$ cat config.mk
export PLATFORM = sky130hd
export DESIGN_NAME = serial_add_controller
export DESIGN_NICKNAME = d
export VERILOG_FILES = /design/src/rtl/serial_add_controller.sv
export SDC_FILE = /design/constraint.sdc
export NUM_CORES = 1
export LEC_CHECK = 0
export ABC_CLOCK_PERIOD_IN_PS = 1400
export BUFFER_PORTS_ARGS = -buffer_cell sky130_fd_sc_hd__clkbuf_2
export CAP_MARGIN = 15
export CORE_ASPECT_RATIO = 1.1
export CORE_UTILIZATION = 47
export DETAILED_ROUTE_END_ITERATION = 7
export PLACE_DENSITY = 0.77
export SLEW_MARGIN = 20
export SYNTH_ARGS = -nofsm -noshare
export SYNTH_HDL_FRONTEND = slang
export SYNTH_SLANG_ARGS = --single-unit
$ cat constraint.sdc
create_clock -name clk -period 1.4 [get_ports clk]
set_clock_uncertainty 0.05 [all_clocks]
set_input_delay 0.21 -clock clk [delete_from_list [all_inputs] [get_ports clk]]
set_output_delay 0.21 -clock clk [all_outputs]
set_load 0.02 [all_outputs]
$ cat src/rtl/serial_add_controller.sv
// Sequencer for an external bit-serial adder: latches two operands, clears the
// adder carry, streams bits LSB-first and gathers the serial sum into a parallel result.
module serial_add_controller #(
    parameter int WIDTH = 8
) (
    input  logic             clk,
    input  logic             reset,
    input  logic             start,
    input  logic [WIDTH-1:0] op_a,
    input  logic [WIDTH-1:0] op_b,
    output logic             busy,
    output logic             done,
    output logic [WIDTH-1:0] result,
    output logic             carry_out,
    output logic             sa_clear,
    output logic             sa_shift_control,
    output logic             sa_data_in1,
    output logic             sa_data_in2,
    input  logic             sa_sum,
    input  logic             sa_cout
);

    localparam int CW = (WIDTH > 1) ? $clog2(WIDTH) : 1;
    localparam logic [CW-1:0] LAST_BIT = CW'(WIDTH - 1);

    typedef enum logic [1:0] {
        S_IDLE  = 2'd0,
        S_CLEAR = 2'd1,
        S_SHIFT = 2'd2,
        S_DONE  = 2'd3
    } state_t;

    state_t           state_q, state_d;
    logic [WIDTH-1:0] a_sr_q, a_sr_d;
    logic [WIDTH-1:0] b_sr_q, b_sr_d;
    logic [WIDTH-1:0] res_sr_q, res_sr_d;
    logic [CW-1:0]    cnt_q, cnt_d;
    logic [WIDTH-1:0] result_q, result_d;
    logic             carry_out_q, carry_out_d;
    logic             clear_st;

    always_comb begin
        state_d          = state_q;
        a_sr_d           = a_sr_q;
        b_sr_d           = b_sr_q;
        res_sr_d         = res_sr_q;
        cnt_d            = cnt_q;
        result_d         = result_q;
        carry_out_d      = carry_out_q;
        clear_st         = 1'b0;
        busy             = 1'b0;
        done             = 1'b0;
        sa_shift_control = 1'b0;
        sa_data_in1      = 1'b0;
        sa_data_in2      = 1'b0;

        case (state_q)
            S_IDLE: begin
                if (start) begin
                    a_sr_d  = op_a;
                    b_sr_d  = op_b;
                    state_d = S_CLEAR;
                end
            end
            S_CLEAR: begin
                busy     = 1'b1;
                clear_st = 1'b1;
                cnt_d    = '0;
                state_d  = S_SHIFT;
            end
            S_SHIFT: begin
                busy             = 1'b1;
                sa_shift_control = 1'b1;
                sa_data_in1      = a_sr_q[0];
                sa_data_in2      = b_sr_q[0];
                a_sr_d           = a_sr_q >> 1;
                b_sr_d           = b_sr_q >> 1;
                res_sr_d         = {sa_sum, res_sr_q[WIDTH-1:1]};
                cnt_d            = cnt_q + CW'(1);
                // The final sum bit is still on sa_sum this cycle, so publish the shifted value.
                if (cnt_q == LAST_BIT) begin
                    result_d    = {sa_sum, res_sr_q[WIDTH-1:1]};
                    carry_out_d = sa_cout;
                    state_d     = S_DONE;
                end
            end
            S_DONE: begin
                done    = 1'b1;
                state_d = S_IDLE;
            end
            default: begin
                state_d = S_IDLE;
            end
        endcase
    end

    // Reset also clears the adder's carry flop through the same line.
    assign sa_clear  = ~reset | clear_st;
    assign result    = result_q;
    assign carry_out = carry_out_q;

    always_ff @(posedge clk) begin
        if (!reset) begin
            state_q     <= S_IDLE;
            a_sr_q      <= '0;
            b_sr_q      <= '0;
            res_sr_q    <= '0;
            cnt_q       <= '0;
            result_q    <= '0;
            carry_out_q <= 1'b0;
        end else begin
            state_q     <= state_d;
            a_sr_q      <= a_sr_d;
            b_sr_q      <= b_sr_d;
            res_sr_q    <= res_sr_d;
            cnt_q       <= cnt_d;
            result_q    <= result_d;
            carry_out_q <= carry_out_d;
        end
    end

endmodule

==> summary.md, run 1 <==
| Metric | Value |
|---|---|
| Detailed Place HPWL | 2100 um |
| Ports | 36 |
| Worst-Skew Late Latency | 0.34 ns |
| Relative max-transition margin | 83.5% |
| Reg area | 746 um^2 |
| Die extent in x | 57.7 um |
| Yosys warns | 0 |
| Static Leak | roughly 0.9 nW |
| Final core occ | 72.2% |
| Inserted Diodes | 0 |
| Mapped Nets | slightly below 200 |
| Non-filler cells, final | about 250 |
| Final hold vios | 0 |
| Drt first-iter violations | between 70 and 80 |
| CTS Buf Count | 5 |
| Status | complete, but fails checks |
| Vias in the first global route | about 1400 |
| Max IR drop VDD | around 0.0011 V |
| Grt ovf | 0 |
| Setup violators final | 25 |
| Hold crit path type | in2reg |
| Core Region | between 3000 and 4000 um^2 |
| Average footprint of a synthesized cell | 9.53 um^2 |
| Drt pass-1 iters | 6 |
| Worst Path Arrival | 1.30 ns |
| Max incr delay on CP | ~0.37 ns |
| Inst Count DP | 234 |
| Sequential area share after synthesis | between 40% and 50% |
| Cell taking the most area after synthesis | dfxtp_1 |
| Setup TNS | -1.22 ns |
| Die area | 3650 um^2 |
| Final Critical Period | 1.56 ns |
| Wire per inst | 14.1 um |
| WP data required | around 1.1 ns |
| # fillers | around 230 |
| Min setup slack post-route | -0.162 ns |
| Drc violations | 3 |
| Clk buf depth | 2 |
| Slew @ Worst Pin | 0.244 ns |
| CP cell instances | inv_4 -> ha_4 -> buf_12 -> and2_4 -> buf_8 |
| Worst Setup Path Type | reg2out |
| Dpl cell area | about 1900 um^2 |
| Via/cell ratio | 5.50 |
| Post-synth top area share | 46.3% |
| Top delay family on crit path | flip-flops |
| Failing checks | DRC, setup timing |
| Post-Syn Area | around 1600 um^2 |
| Area grow syn2layout | 42.1% |
| Initial antenna violation count | 0 |
| Routed Wire Length | 3550 um |
| H-tree Lvls | 2 |
| Nets | 244 |
| Largest net degree at the start of global routing | 21 |
| Max-slew violation count | 0 |
| Root buf cell | clkbuf_4 |
| First-pass GRT wire length | approximately 6000 um |
| Crit Path Max Fanout | 4 |
| Grt met3 use | 6.37% |
| Clk sinks | 37 |
| Worst setup SP type | flop |
| Most common cell after layout, fill and taps aside | dfxtp_1 |
| Clock-pin slew on the worst setup and hold paths | 0.12 ns |
| Commonest non-fill, non-tap cells in the layout | 35 x dfxtp_1, 29 x clkbuf_2, 21 x mux2i_1 |
| CTS tree | done |
| Initial Util | 50.8% |
| IO Port Bufs | 35 |
| Synth Instances | 168 |
| Final design area excluding fillers | 2280 um^2 |
| Flops & latches, synth | 37 |
| Area contributors post-synth | dfxtp_1 46%, mux2i_1 14%, a211oi_1 6.6% |
| Met2 GRT Util | 38.1% |
| Post-DRT Antenna Nets | 0 |
| Routability cong. | about 0.70 |
| Fin crit share | 112% |
| Via count | 1385 |
| Total GRT Usage | 21.4% |
| Rows | 21 |
| WP buf/inv | 3 |
| Fraction of layout cells with a size suffix above 1 | 46.3% |
| Die Y | 63.2 um |
| Met1 Use GR | 23.6% |
| RSZ-0062 raised after global routing | true |
| Distinct cells, synth | 23 |
| Power Density | ~2000 nW/um^2 |
| Worst Setup End Kind | output port |
| Area of the multi-input gates | 980 um^2 |
| Achievable Freq | 0.640 GHz |
| CP max stage cell | dfxtp_2 |
| Busiest layer in global routing | met2 |
| Power, Total | between 4 and 5 mW |
| Max cap viols | 0 |
## per-stage QoR
step / hold slack, ns / setup WS [ns]
2_1_floorplan: 0.301 / -0.0675
3_3_place_gp: 0.393 / -0.0302
3_5_place_dp: 0.400 / -0.128
4_1_cts: 0.0511 / -0.184
5_1_grt: 0.0418 / -0.230
6_report: 0.0568 / -0.162
## where the power goes
group / switching (mW) / internal [mW] / leakage (nW)
clock network: 0.371 / 0.562 / 0.0558
logic: 1.03 / 1.16 / 0.544
registers: 0.162 / 1.28 / 0.303
total: 1.57 / 3.00 / 0.903
## routing by layer
metal  part of all wire [%]  routed length [um]
met5                      0                   0
met4                   0.76                  27
met3                    4.1                 146
met2                     54                1910
met1                     41                1460
## flip-flops by register name, indices dropped and copies added, names as in the netlist
signal / flops
b_sr_q: 8
result: 8
carry_out: 1
state_q: 2
res_sr_q: 7
cnt_q: 3
a_sr_q: 8
## synthesized netlist by cell type
library cell,instances
nor2b_1,4
buf_6,3
nand3_1,11
ha_1,6
nor2_1,23
buf_4,3
a21oi_1,13
buf_2,1
o21ai_0,2
or3b_1,1
nand2_1,10
and2_1,2
a211oi_1,14
o211a_1,1
mux2i_1,23
clkinv_1,1
nand3b_1,1
inv_1,2
nand2b_1,4
mux2_4,1
dfxtp_1,37
clkbuf_2,1
clkbuf_1,4
## logic make-up (layout without fill, tap and decap cells)
logic type	count (synthesis)	count (layout)	share of synthesized area, %
flops	37	37	46.2
buf+inv	15	62	5.78
simple gates	56	56	16.1
compound gates	30	30	11.9
mux	24	27	15.3
fa+ha+maj	6	6	4.69
## what timing repair did
action	CTS	global route
pin swaps	2	3
cloned	3	0
setup endpoints to repair	23	32
setup buffers	4	3
gates resized for setup	41	18
hold endpoints to repair	0	0
hold buffers	0	0
## final timing paths
kind | startpoint | endpoint | slack, ns | cells after the start
setup / recovery | state_q[0] | sa_data_in1 | -0.16 | 5
hold / removal | sa_sum | result[7] | 0.06 | 3
setup reg to reg | state_q[0] | state_q[1] | -0.10 | 6
hold reg to reg | result[7] | result[7] | 0.41 | 2
## worst register-to-register path, cell delays in order, from the launching register on
cell and delay, ns:
dfxtp_2 0.37, inv_4 0.05, ha_4 0.17, buf_4 0.15
nor2b_1 0.15, or3b_1 0.36, a21oi_2 0.13
## layout make-up
class                      count  share of cell area, %
multi-input combinational    119                   43.0
sequential                    37                   32.8
timing repair buffer          51                   16.9
clock inverter                 3                   3.02
tap                           34                   1.87
clock buffer                   5                   1.65
inverter                       3                  0.715
Note: power is estimated with default switching activity, not from simulation.
==> run 2, diff against run 1 <==
CORE_UTILIZATION = 40   (was 47)
PLACE_DENSITY = 0.67   (was 0.77)
TNS_END_PERCENT = 30   (was unset)
==> run 2 against run 1 <==
- the flow finishes with violations (setup timing)
- clock power down 1%
- maximum frequency grew 4.8%
- non-clock buffer count up 1
- worst hold slack better by 0.052 ns
- critical endpoint unchanged
- largest power group unchanged
==> summary.md, run 2 (same netlist as run 1, synthesis figures left out) <==
| Metric | Value |
|---|---|
| Worst-Skew Late Latency | ~0.29 ns |
| Setup TNS | -0.806 ns |
| Worst setup SP type | flop |
| Static Leak | approximately 0.90 nW |
| Status | complete, but fails checks |
| Die Y | ~70 um |
| IO Port Bufs | 35 |
| Reg2Reg Depth | 7 |
| WHS Endpoint | carry_out |
| Setup violators final | 23 |
| Routability cong. | 0.782 |
| Most common cell after layout, fill and taps aside | dfxtp_1 |
| Routed Wire Length | 3250 um |
| Slew @ Worst Pin | 0.231 ns |
| Crit Path Max Fanout | 3 |
| Commonest non-fill, non-tap cells in the layout | 35 x dfxtp_1, 30 x clkbuf_2, 23 x mux2i_1, 23 x nor2_1 |
| Initial Util | 42.8% |
| Root buf cell | clkbuf_8 |
| Final design area excluding fillers | 2170 um^2 |
| Power Density | around 1900 nW/um^2 |
| Drc violations | 0 |
| Area grow syn2layout | 35.6% |
| Min setup slack post-route | -0.0901 ns |
| Top routing layer in use | met4 |
| Clock-pin slew on the worst setup and hold paths | 0.08 ns |
| Inst Count DP | around 250 |
| WHS | around 0.11 ns |
| Dpl cell area | 1890 um^2 |
| Min-delay src | sa_cout |
| Wl on met1 | 1520 um |
| Hold crit path type | in2reg |
| WP data required | ~1.1 ns |
| Wire per inst | 12.1 um |
| CTS tree | done |
| Max IR drop VDD | around 0.001 V |
| Cells on Worst Hold Path | 3 |
| Total GRT Usage | around 17% |
| Non-filler cells, final | 268 |
| Met2 Routed Length | 1550 um |
| Achievable Freq | between 0.6 and 0.7 GHz |
| # fillers | 340 |
| Max-slew violation count | 0 |
| Final Critical Period | 1.49 ns |
| Via/cell ratio | 4.89 |
| RR Startpoint | state_q[0] |
| Post-DRT Antenna Nets | 0 |
| Ports | 36 |
| Worst Setup Path Type | reg2out |
| Clk buf depth | 2 |
| CTS Buf Count | 5 |
| Setup slack, reg-to-reg | -0.08 ns |
| Relative max-transition margin | 84.6% |
| Clk sinks | 37 |
| Setup slack at placement | -0.108 ns |
| Detailed Place HPWL | 2020 um |
| Final hold vios | 0 |
| Final core occ | about three fifths |
| Rows | 23 |
| Vias in the first global route | 1297 |
| Failing checks | setup timing |
| Power, Total | approximately 4.1 mW |
| Grt ovf | 0 |
| Core Region | 3740 um^2 |
| Max cap viols | 0 |
| Nets | 244 |
| WL met3 | 125 um |
| Fin crit share | 106% |
| H-tree Lvls | 2 |
| Fraction of layout cells with a size suffix above 1 | between 30% and 40% |
| Via count | 1311 |
| First-pass GRT wire length | 5600 um |
| Die area | 4260 um^2 |
| Largest net degree at the start of global routing | 21 |
| RSZ-0062 raised after global routing | true |
| Worst r2r dst | a_sr_q[0] |
| Hold_buf cts | 0 |
| Inserted Diodes | 0 |
| Initial antenna violation count | 0 |
| Die extent in x | slightly above 60 um |
| Drt pass-1 iters | 4 |
| Worst Setup End Kind | output port |
| Worst Path Arrival | roughly 1.2 ns |
| Drt first-iter violations | 52 |
==> run 2: changes by cell type in the layout (fill, tap and decap cells not counted), moves of 4 or more <==
cell,delta
clkbuf_4,-5
nor2_2,-10
a211oi_1,+10
a211oi_2,-10
clkbuf_8,+4
nor2_1,+10
==> run 2: layout make-up <==
class | count | area (um^2) | area share [%]
Clock buffer | 5 | 68.8 | 3.17
Clock inverter | 3 | 46.3 | 2.13
Inverter | 3 | 13.8 | 0.634
Multi-Input combinational cell | 118 | 853 | 39.3
Sequential cell | 37 | 746 | 34.3
Tap cell | 50 | 62.6 | 2.88
Timing Repair Buffer | 52 | 382 | 17.6
==> run 2: repair_timing <==
| item | 4_1_cts | 5_1_grt |
|---|---|---|
| resized for setup | 17 | 11 |
| cloned | 2 | 0 |
| pin swaps | 7 | 7 |
| endpoints found under the setup margin | 21 | 33 |
| setup buffers | 6 | 0 |
==> run 2: worst max path at each step <==
| stage | end | start | slack [ns] |
|---|---|---|---|
| after floorplan | a_sr_q[7] | state_q[0] | -0.07 |
| after global placement | b_sr_q[7] | state_q[1] | -0.06 |
| after detailed placement | b_sr_q[7] | state_q[1] | -0.11 |
| after CTS | sa_data_in1 | state_q[0] | -0.11 |
| after global routing | sa_data_in2 | state_q[0] | -0.13 |
| final | sa_data_in1 | state_q[0] | -0.09 |
==> run 2: power by group <==
| group | switching [mW] | leakage [nW] | total (mW) | internal (mW) |
|---|---|---|---|---|
| Sequential | 0.118 | 0.303 | 1.40 | 1.28 |
| Combinational | 0.840 | 0.541 | 1.78 | 0.941 |
| Clock | 0.391 | 0.0543 | 0.924 | 0.533 |
==> run 2: critical path, cell delays in order, from the launching register on <==
cell	delay, ns
dfxtp_2	0.36
inv_4	0.05
ha_4	0.17
buf_12	0.12
and2_4	0.13
buf_8	0.12
==> run 2: routing by layer <==
layer | vias up | track usage (%)
met3 | 5 | 3.00
met4 | 0 | 9.01
met1 | 592 | 19.9
li1 | 683 | -
met5 | - | 0
met2 | 31 | 30.4
